### src/rtl/cache_controller_if.sv
// CPU load/store and RAM handshake bundle for the cache controller.
// The controller takes the slave view; the CPU/RAM environment takes the master view.
interface cache_controller_if;
    logic        cpu_req;
    logic        cpu_we;
    logic [31:0] cpu_addr;
    logic [31:0] cpu_wdata;
    logic [31:0] cpu_rdata;
    logic        cpu_ready;
    logic        flush;
    logic        flush_done;
    logic        mem_req;
    logic        mem_we;
    logic [31:0] mem_addr;
    logic [31:0] mem_wdata;
    logic [31:0] mem_rdata;
    logic        mem_ack;

    modport slave (
        input  cpu_req, cpu_we, cpu_addr, cpu_wdata, flush, mem_rdata, mem_ack,
        output cpu_rdata, cpu_ready, flush_done, mem_req, mem_we, mem_addr, mem_wdata
    );

    modport master (
        output cpu_req, cpu_we, cpu_addr, cpu_wdata, flush, mem_rdata, mem_ack,
        input  cpu_rdata, cpu_ready, flush_done, mem_req, mem_we, mem_addr, mem_wdata
    );
endinterface

### src/rtl/cache_controller.sv
// Direct-mapped, write-through, no-write-allocate cache controller with one word
// per line, flush support and saturating hit/miss counters.
module cache_controller #(
    parameter int INDEX_BITS = 5,
    parameter int CNT_W      = 16
) (
    input  logic               clock,
    input  logic               reset_n,
    cache_controller_if.slave  bus,
    output logic [CNT_W-1:0]   hit_count,
    output logic [CNT_W-1:0]   miss_count
);
    localparam int LINES = 1 << INDEX_BITS;
    localparam int TAG_W = 30 - INDEX_BITS;

    typedef enum logic [1:0] {IDLE, COMPARE, FILL, WRITE_MEM} state_t;

    state_t             state_q, state_d;
    logic [29:0]        word_q, word_d;
    logic               we_q, we_d;
    logic [31:0]        wdata_q, wdata_d;
    logic [LINES-1:0]   valid_q, valid_d;
    logic [31:0]        rdata_q, rdata_d;
    logic               ready_q, ready_d;
    logic               flush_done_q, flush_done_d;
    logic               mem_req_q, mem_req_d;
    logic               mem_we_q, mem_we_d;
    logic [31:0]        mem_addr_q, mem_addr_d;
    logic [31:0]        mem_wdata_q, mem_wdata_d;
    logic [CNT_W-1:0]   hit_q, hit_d;
    logic [CNT_W-1:0]   miss_q, miss_d;

    logic [31:0]        data_mem [LINES];
    logic [TAG_W-1:0]   tag_mem  [LINES];

    logic                  arr_we;
    logic [31:0]           arr_wdata;
    logic [INDEX_BITS-1:0] idx;
    logic [TAG_W-1:0]      tag;
    logic                  hit;

    assign idx = word_q[INDEX_BITS-1:0];
    assign tag = word_q[29:INDEX_BITS];
    assign hit = valid_q[idx] && (tag_mem[idx] == tag);

    function automatic logic [CNT_W-1:0] sat_inc(input logic [CNT_W-1:0] v);
        return (&v) ? v : v + 1'b1;
    endfunction

    always_comb begin
        state_d      = state_q;
        word_d       = word_q;
        we_d         = we_q;
        wdata_d      = wdata_q;
        valid_d      = valid_q;
        rdata_d      = rdata_q;
        ready_d      = 1'b0;
        flush_done_d = 1'b0;
        mem_req_d    = mem_req_q;
        mem_we_d     = mem_we_q;
        mem_addr_d   = mem_addr_q;
        mem_wdata_d  = mem_wdata_q;
        hit_d        = hit_q;
        miss_d       = miss_q;
        arr_we       = 1'b0;
        arr_wdata    = wdata_q;
        case (state_q)
            IDLE: begin
                if (bus.flush) begin
                    valid_d      = '0;
                    flush_done_d = 1'b1;
                end else if (bus.cpu_req && !ready_q) begin
                    // ready_q blocks re-accepting a request the CPU is still holding
                    word_d  = bus.cpu_addr[31:2];
                    we_d    = bus.cpu_we;
                    wdata_d = bus.cpu_wdata;
                    state_d = COMPARE;
                end
            end
            COMPARE: begin
                if (!we_q && hit) begin
                    rdata_d = data_mem[idx];
                    ready_d = 1'b1;
                    hit_d   = sat_inc(hit_q);
                    state_d = IDLE;
                end else begin
                    mem_req_d  = 1'b1;
                    mem_we_d   = we_q;
                    mem_addr_d = {word_q, 2'b00};
                    if (we_q) begin
                        mem_wdata_d = wdata_q;
                        arr_we      = hit;
                        state_d     = WRITE_MEM;
                    end else begin
                        state_d     = FILL;
                    end
                    if (we_q && hit) hit_d  = sat_inc(hit_q);
                    else             miss_d = sat_inc(miss_q);
                end
            end
            FILL: begin
                if (bus.mem_ack && mem_req_q) begin
                    arr_we       = 1'b1;
                    arr_wdata    = bus.mem_rdata;
                    valid_d[idx] = 1'b1;
                    rdata_d      = bus.mem_rdata;
                    ready_d      = 1'b1;
                    mem_req_d    = 1'b0;
                    state_d      = IDLE;
                end
            end
            WRITE_MEM: begin
                if (bus.mem_ack && mem_req_q) begin
                    ready_d   = 1'b1;
                    mem_req_d = 1'b0;
                    state_d   = IDLE;
                end
            end
            default: state_d = IDLE;
        endcase
    end

    always_ff @(posedge clock or negedge reset_n) begin
        if (!reset_n) begin
            state_q      <= IDLE;
            word_q       <= '0;
            we_q         <= 1'b0;
            wdata_q      <= '0;
            valid_q      <= '0;
            rdata_q      <= '0;
            ready_q      <= 1'b0;
            flush_done_q <= 1'b0;
            mem_req_q    <= 1'b0;
            mem_we_q     <= 1'b0;
            mem_addr_q   <= '0;
            mem_wdata_q  <= '0;
            hit_q        <= '0;
            miss_q       <= '0;
        end else begin
            state_q      <= state_d;
            word_q       <= word_d;
            we_q         <= we_d;
            wdata_q      <= wdata_d;
            valid_q      <= valid_d;
            rdata_q      <= rdata_d;
            ready_q      <= ready_d;
            flush_done_q <= flush_done_d;
            mem_req_q    <= mem_req_d;
            mem_we_q     <= mem_we_d;
            mem_addr_q   <= mem_addr_d;
            mem_wdata_q  <= mem_wdata_d;
            hit_q        <= hit_d;
            miss_q       <= miss_d;
        end
    end

    // Tag is rewritten on store hits too; it is unchanged there, so one enable suffices.
    always_ff @(posedge clock) begin
        if (arr_we) begin
            data_mem[idx] <= arr_wdata;
            tag_mem[idx]  <= tag;
        end
    end

    assign bus.cpu_rdata  = rdata_q;
    assign bus.cpu_ready  = ready_q;
    assign bus.flush_done = flush_done_q;
    assign bus.mem_req    = mem_req_q;
    assign bus.mem_we     = mem_we_q;
    assign bus.mem_addr   = mem_addr_q;
    assign bus.mem_wdata  = mem_wdata_q;
    assign hit_count      = hit_q;
    assign miss_count     = miss_q;
endmodule
### src/flat_wrapper.sv
// flat-port wrapper written by rule: the top's interface ports become plain ports
module cache_controller_flat 
#(
    parameter int INDEX_BITS = 5,
    parameter int CNT_W      = 16
)
  (clock, reset_n, hit_count, miss_count, bus_cpu_req, bus_cpu_we, bus_cpu_addr, bus_cpu_wdata, bus_flush, bus_mem_rdata, bus_mem_ack, bus_cpu_rdata, bus_cpu_ready, bus_flush_done, bus_mem_req, bus_mem_we, bus_mem_addr, bus_mem_wdata);
  cache_controller_if bus_i ();
  input  logic clock;
  input  logic reset_n;
  output logic [CNT_W-1:0] hit_count;
  output logic [CNT_W-1:0] miss_count;
  input wire logic [$bits(bus_i.cpu_req)-1:0] bus_cpu_req;
  input wire logic [$bits(bus_i.cpu_we)-1:0] bus_cpu_we;
  input wire logic [$bits(bus_i.cpu_addr)-1:0] bus_cpu_addr;
  input wire logic [$bits(bus_i.cpu_wdata)-1:0] bus_cpu_wdata;
  input wire logic [$bits(bus_i.flush)-1:0] bus_flush;
  input wire logic [$bits(bus_i.mem_rdata)-1:0] bus_mem_rdata;
  input wire logic [$bits(bus_i.mem_ack)-1:0] bus_mem_ack;
  output wire logic [$bits(bus_i.cpu_rdata)-1:0] bus_cpu_rdata;
  output wire logic [$bits(bus_i.cpu_ready)-1:0] bus_cpu_ready;
  output wire logic [$bits(bus_i.flush_done)-1:0] bus_flush_done;
  output wire logic [$bits(bus_i.mem_req)-1:0] bus_mem_req;
  output wire logic [$bits(bus_i.mem_we)-1:0] bus_mem_we;
  output wire logic [$bits(bus_i.mem_addr)-1:0] bus_mem_addr;
  output wire logic [$bits(bus_i.mem_wdata)-1:0] bus_mem_wdata;
  assign bus_i.cpu_req = bus_cpu_req;
  assign bus_i.cpu_we = bus_cpu_we;
  assign bus_i.cpu_addr = bus_cpu_addr;
  assign bus_i.cpu_wdata = bus_cpu_wdata;
  assign bus_i.flush = bus_flush;
  assign bus_i.mem_rdata = bus_mem_rdata;
  assign bus_i.mem_ack = bus_mem_ack;
  assign bus_cpu_rdata = bus_i.cpu_rdata;
  assign bus_cpu_ready = bus_i.cpu_ready;
  assign bus_flush_done = bus_i.flush_done;
  assign bus_mem_req = bus_i.mem_req;
  assign bus_mem_we = bus_i.mem_we;
  assign bus_mem_addr = bus_i.mem_addr;
  assign bus_mem_wdata = bus_i.mem_wdata;
  cache_controller #(.INDEX_BITS(INDEX_BITS), .CNT_W(CNT_W)) u_core (.clock(clock), .reset_n(reset_n), .bus(bus_i), .hit_count(hit_count), .miss_count(miss_count));
endmodule
### config.mk
export PLATFORM = sky130hd
export DESIGN_NAME = cache_controller_flat
export DESIGN_NICKNAME = d
export VERILOG_FILES = /design/src/rtl/cache_controller_if.sv /design/src/rtl/cache_controller.sv /design/src/flat_wrapper.sv
export SDC_FILE = /design/constraint.sdc
export NUM_CORES = 2
export LEC_CHECK = 0
export CAP_MARGIN = 15
export CELL_PAD_IN_SITES_DETAIL_PLACEMENT = 0
export CELL_PAD_IN_SITES_GLOBAL_PLACEMENT = 1
export CORE_MARGIN = 8
export CORE_UTILIZATION = 58
export CTS_BUF_LIST = sky130_fd_sc_hd__clkbuf_16
export DETAILED_ROUTE_END_ITERATION = 10
export PLACE_DENSITY_LB_ADDON = 0.1
export SYNTH_ARGS = -nofsm -noshare
export SYNTH_HDL_FRONTEND = slang
export SYNTH_SLANG_ARGS = --single-unit
### constraint.sdc
create_clock -name clock -period 15.3 [get_ports clock]
set_input_delay 1.53 -clock clock [delete_from_list [all_inputs] [get_ports clock]]
set_output_delay 1.53 -clock clock [all_outputs]
set_load 0.01 [all_outputs]
**Word-level counts from Yosys, hierarchy flattened**

Memory sizes are Yosys's and may differ from the RTL's.
Cells that the tools add are included.

- Bits in registers: 227
- RAM bits: 1824
- Input bits: 102
- Output and inout bits: 132
- Logic and storage cells: 95
- Memories: 2

- $add $sub $neg: 2
- Magnitude comparators: 2
- Equality and inequality tests: 11
- Mux-type cells: 34
- Bitwise operators: 5
- Reductions and logical operators: 25

Memory list:

| name | words | width | rd ports | clocked after memory_dff | wr ports | line | RTL |
|---|---|---|---|---|---|---|---|
| u_core.data_mem | 32 | 32 | 1 | 0 | 1 | cache_controller.sv:33 | `logic [31:0] data_mem [LINES];` |
| u_core.tag_mem | 32 | 25 | 1 | 0 | 1 | cache_controller.sv:34 | `logic [TAG_W-1:0] tag_mem [LINES];` |

Operators with widths:

| operator | count |
|---|---|
| 2-to-1 mux 32 bit | 6 |
| case mux 32 bit (2 select lines) | 2 |
| 2-to-1 mux 16 bit | 3 |
| adder 16 x 1 -> 16 bit (second input constant) | 2 |
| bitwise OR 32 bit | 1 |
| AND reduction 16 bit | 2 |
| == test 25 bit | 1 |
| AND reduction 3 bit | 6 |
| 2-to-1 mux 1 bit | 13 |
| 2-to-1 mux 2 bit | 4 |
| inequality test 2 x 1 -> 1 bit (second input constant) | 4 |
| nonzero test 2 bit | 4 |
| logical AND 1 bit | 6 |
| < comparator 5 x 6 -> 1 bit (second input constant) | 1 |
| inequality test 2 bit (second input constant) | 3 |
| case mux 1 bit (2 select lines) | 3 |
| case mux 2 bit (3 select lines) | 1 |
| binary-select mux 1 bit (select 5 bit) | 1 |
| demux 1 bit (select 5 bit) | 1 |
| >= comparator 5 x 1 -> 1 bit (second input constant) | 1 |
| == test 2 bit (second input constant) | 2 |
| NOT 1 bit | 4 |
| AND reduction 2 bit | 2 |
| AND reduction 4 bit | 1 |
| 4 further kinds | 5 |

**Longest topological paths before layout**

- Depth in word-level cells: 8
- Mapped depth: 17

**Worst setup path before layout**

OpenSTA, ideal clock, no wires.

- Path kind: register to register
- From: register u_core.word_q[1]
- To: memory u_core.data_mem[0][0] (enable)
- Setup time: 0.542 ns
- Arrival time: 7.093 ns
- Data required time: 14.758 ns
- Setup slack: 7.666 ns
- Cell stages (with the launch flop): 15
- Path buffers: 5
- Clock period less this slack: 7.634 ns
- Path through: dfrtp_1 -> buf_2 -> buf_2 -> buf_2 -> buf_2 -> mux2i_1 -> o22ai_1 -> nor4_1 -> a21oi_1 -> nor4_1 -> and4b_1 -> nand4_2 -> o21a_1 -> buf_1 -> nor3_1

- Longest elaborated chain between the ends: 8

Ends and longest elaborated chain:

| item | line | RTL |
|---|---|---|
| start, declared | cache_controller.sv:19 | `logic [29:0] word_q, word_d;` |
| start signal, assigned | cache_controller.sv:141 | `word_q <= word_d;` |
| memory (32 x 25 bit) / binary-select mux 1 bit (select 5 bit) (equally long branches) | -- |  |
| == test 25 bit / 2-to-1 mux 1 bit (equally long branches) | cache_controller.sv:44 | `assign hit = valid_q[idx] && (tag_mem[idx] == tag);` |
| logical AND 1 bit | cache_controller.sv:44 |  |
| 2-to-1 mux 1 bit / logical AND 1 bit (equally long branches) | cache_controller.sv:90, cache_controller.sv:81 |  |
| 2-to-1 mux 1 bit | cache_controller.sv:81 | `if (!we_q && hit) begin` |
| case mux 1 bit (2 select lines) | cache_controller.sv:67 | `case (state_q)` |
| 2-to-1 mux 1 bit | cache_controller.sv:159 | `if (arr_we) begin` |
| 2-to-1 mux 1 bit (implied by the code) | cache_controller.sv:160 | `data_mem[idx] <= arr_wdata;` |
| end, declared | cache_controller.sv:33 |  |

Several ways; a longest one is shown, not always the timed one. The select of a mux whose other input is x is not followed.

**Worst setup path after layout**

- From: register u_core.word_q[1]
- To: memory u_core.data_mem[1][9] (enable)

Same word-level chain as after synthesis.

==> results.py <==
metrics = {
    "timing": {
        "timing.slew.headroom_pct": 20.7,
        "rsz_0062_raised_after_global_routing": "false",
        "worst-slew-pin-transition_ps": 1190,
        "final.setup.tns_ps": 0,
        "period_needed_ps": 8100,
        "finalSetupViolCount": 0,
        "final-hold-violation-count": 0,
        "report.final.slew_viol_count": 0,
        "timing.final.crit_share_pct": 53.0,
        "worst_clock_skew_ps": 24.7,
        "max_clock_freq_ghz": 0.123,
    },
    "global_routing": {
        "grt_start_max_net_pins": 137,
        "antenna_violations_before_repair": 1,
        "grt_first_pass_wirelength_um": 298000,
        "gr-total-overflow": 0,
        "via_count_of_the_first_global_routing_pass": 41600,
        "gr-usage-all-layers_pct": 27.2,
    },
    "routing": {
        "route.antenna.remaining_nets": 0,
        "drt_first_pass_iters": 6,
        "vias": 42200,
        "dr.first_iter.drc_count": 5295,
        "routed_via_density": 6.54,
        "routed_wirelength_um": 208000,
        "routedWlPerCell_um": 32.3,
        "post-route-drc-count": 0,
    },
    "critical_path": {
        "path_max_fanout": 125,
        "crit_slowest_cell": "sky130_fd_sc_hd__dfrtp_4",
        "critical_path_required_ps": 15740,
        "ff2ff_path_depth": 14,
        "crit_type": "flip-flop to flip-flop",
        "critical_path.startpoint_type": "flip-flop",
        "timing.critical_path.slowest_cell_delay_ps": 1080,
        "setup.worst_path.end_class": "flip-flop",
        "rrSetupSlack_ps": 7200,
        "crit_buf_inv": 5,
        "reg2reg_from": "u_core.word_q[1]",
        "critPathTopFamily": "buffers and inverters",
        "path_cells": "buf_12 > buf_4 > mux2i_1 > o22ai_1 > nor4_1 > a21oi_1 > nor4_1 > and4b_1 > nand4_2 > o21a_1 > buf_4 > nor3_2 > buf_4 > buf_4",
        "regToRegEndpoint": "u_core.data_mem[1][9]",
        "cp_common_cell": "sky130_fd_sc_hd__buf_4",
        "critPathArrivalTime_ps": 8540,
    },
    "power": {
        "pwr-share-clk_pct": 27.2,
        "powerDensity_nw_per_um2": 195,
        "p_sw_mw": 5.61,
        "leakage_nw": 31.3,
        "power_frac_seq_pct": 42.7,
        "power_frac_comb_pct": 30.2,
        "design_power_total_mw": 17.9,
        "vdd_drop_max_v": 0.000165,
        "internal_power_mw": 12.2,
        "power_switching_share_pct": 31.4,
    },
    "place": {
        "port_buffers": 229,
        "place_congestion": 0.779,
        "placedCellCount": 6062,
        "place_area_um2": 84800,
        "hpwl_reported_at_the_end_of_detailed_placement_um": 108000,
    },
    "min_path": {
        "hold_path.startpoint": "u_core.bus.cpu_rdata[0]",
        "hold_path_end": "u_core.bus.cpu_rdata[0]",
        "hold_depth": 1,
        "min-delay-path-class": "flip-flop to flip-flop",
    },
    "die": {
        "floorplan.core_area_um2": 137000,
        "dieArea_um2": 150000,
        "die_width_um": 387,
        "die_height_um": 387,
        "std_cell_rows": 136,
        "floorplan.io_pins": 234,
        "start_util_pct": 58.4,
    },
    "clocking": {
        "clock_tree_from_tritoncts": "built",
        "postCtsHoldBufs": 0,
        "cts-resized-gates": 0,
        "postCtsSetupBuffers": 0,
        "clock_path_buffers": 3,
        "tritoncts.num_buffers": 201,
        "clkSinkCount": 2051,
        "worst_setup_hold_path_clk_slew_ps": 60,
        "clk_latency_ps": 820,
        "h-tree-depth": 4,
        "cts_root_buf": "sky130_fd_sc_hd__clkbuf_16",
    },
    "cells_and_area": {
        "final_nets": 4586,
        "layoutNonFillerInstCount": 6446,
        "layout-drive-gt1-share_pct": 20.8,
        "syn_to_final_growth_pct": 14.2,
        "final_cell_area_um2": 91400,
    },
    "synth": {
        "yosys.cell_count.top_type": "sky130_fd_sc_hd__edfxtp_1",
        "synth.lib_cells_used.distinct": 65,
        "synth.top_cells.by_count": "sky130_fd_sc_hd__edfxtp_1 (1,824), sky130_fd_sc_hd__mux2i_1 (469), sky130_fd_sc_hd__mux4_2 (276)",
        "dominantRegCellSynth": "sky130_fd_sc_hd__edfxtp_1",
        "synth-edff-count": 1824,
        "yosysTopAreaCellShare_pct": 68.4,
        "synth-async-reset-ratio_pct": 11.1,
        "post_synth_main_area_contributors": "sky130_fd_sc_hd__edfxtp_1 (68%), sky130_fd_sc_hd__mux4_2 (7.8%), sky130_fd_sc_hd__dfrtp_1 (7.1%)",
        "yosysTopAreaCell": "sky130_fd_sc_hd__edfxtp_1",
        "yosysSeqAreaShare_pct": 75.5,
        "synth_area_per_cell_um2": 19.4,
        "ys.warnings.count": 0,
        "postSynthRegisterBits": 2051,
        "synthCells": 4130,
        "syn_area_um2": 80000,
    },
    "run_status": {
        "outcome": "finished, final reports clean",
    },
    "run": {
        "drv.max_cap_violation_count": 0,
    },
}
-- per-stage QoR --
stage	hold WS (ps)	utilization (%)	setup WS (ps)
finish	485	66.7	7200
global route	505	66.7	6880
CTS	487	66.6	7360
detailed placement	474	61.9	7400
global placement	462	61.8	7420
floorplan	457	-	7670
-- kinds of logic after synthesis --
family | share of synthesized area, %
DFF | 75.5
AOI/OAI and AO/OA | 3.37
xor gates and xnor gates | 0.295
adders and majority gates | 0.109
muxes | 16.3
buffers and inverters | 1.71
and+or+nand+nor | 2.67
other | 0.00469
-- final cells by class --
type | instances | area [um2]
timing repair buffer | 382 | 3570
antenna | 1 | 2.50
tap | 1794 | 2240
multi-input combinational | 1799 | 18500
clock inverter | 170 | 1320
clock buffer | 207 | 5180
fill | 9073 | 45700
sequential | 2051 | 60500
inverter | 42 | 158
-- layout by cell type, fill, tap and decap left out, types with 93 or more instances in the layout --
cell type	instances
sky130_fd_sc_hd__a21oi_1	93
sky130_fd_sc_hd__clkbuf_16	208
sky130_fd_sc_hd__dfrtp_1	222
sky130_fd_sc_hd__clkdlybuf4s50_1	228
sky130_fd_sc_hd__edfxtp_1	1824
sky130_fd_sc_hd__mux2_2	148
sky130_fd_sc_hd__buf_4	142
sky130_fd_sc_hd__mux2i_1	469
sky130_fd_sc_hd__mux4_2	276
sky130_fd_sc_hd__o22ai_1	220
-- state kept, by name (all words and copies together) (netlist names) --
| register | flops |
|---|---|
| u_core.bus.cpu_rdata | 32 |
| u_core.bus.mem_we | 1 |
| u_core.miss_count | 16 |
| u_core.valid_q | 32 |
| u_core.bus.mem_req | 1 |
| u_core.hit_count | 16 |
| u_core.bus.mem_addr | 30 |
| u_core.bus.cpu_ready | 1 |
| u_core.bus.mem_wdata | 32 |
| u_core.tag_mem | 800 |
| u_core.data_mem | 1024 |
| u_core.state_q | 2 |
| u_core.bus.flush_done | 1 |
| u_core.word_q | 30 |
| u_core.wdata_q | 32 |
| u_core.we_q | 1 |
-- power by group through the flow --
stage / sequential, mW / combinational [mW] / clock, mW
global route: 7.67 / 5.72 / 5.12
detailed placement: 7.73 / 5.34 / 0
finish: 7.62 / 5.39 / 4.85
global placement: 7.72 / 5.25 / 0
floorplan: 7.70 / 3.49 / 0
CTS: 7.62 / 5.36 / 4.91
-- worst max path at each step --
stage / depth (start not counted) / slack (ps) / startpoint / endpoint
after CTS: 14 / 7360 / u_core.word_q[1] / u_core.tag_mem[1][9]
after global routing: 14 / 6880 / u_core.word_q[1] / u_core.data_mem[1][12]
after floorplan: 14 / 7670 / u_core.word_q[1] / u_core.data_mem[0][0]
after detailed placement: 14 / 7400 / u_core.word_q[1] / u_core.data_mem[1][9]
after global placement: 14 / 7420 / u_core.word_q[1] / u_core.data_mem[1][19]
final: 14 / 7200 / u_core.word_q[1] / u_core.data_mem[1][9]
-- routing by layer --
layer / routed length [um] / up-vias / track usage, %
met3: 17800 / 288 / 4.55
met2: 98500 / 2046 / 43.2
met4: 4290 / 0 / 6.33
met1: 87300 / 22300 / 40.1
li1: - / 17500 / -
met5: 0 / - / 0
(Power assumes the default switching activity.)
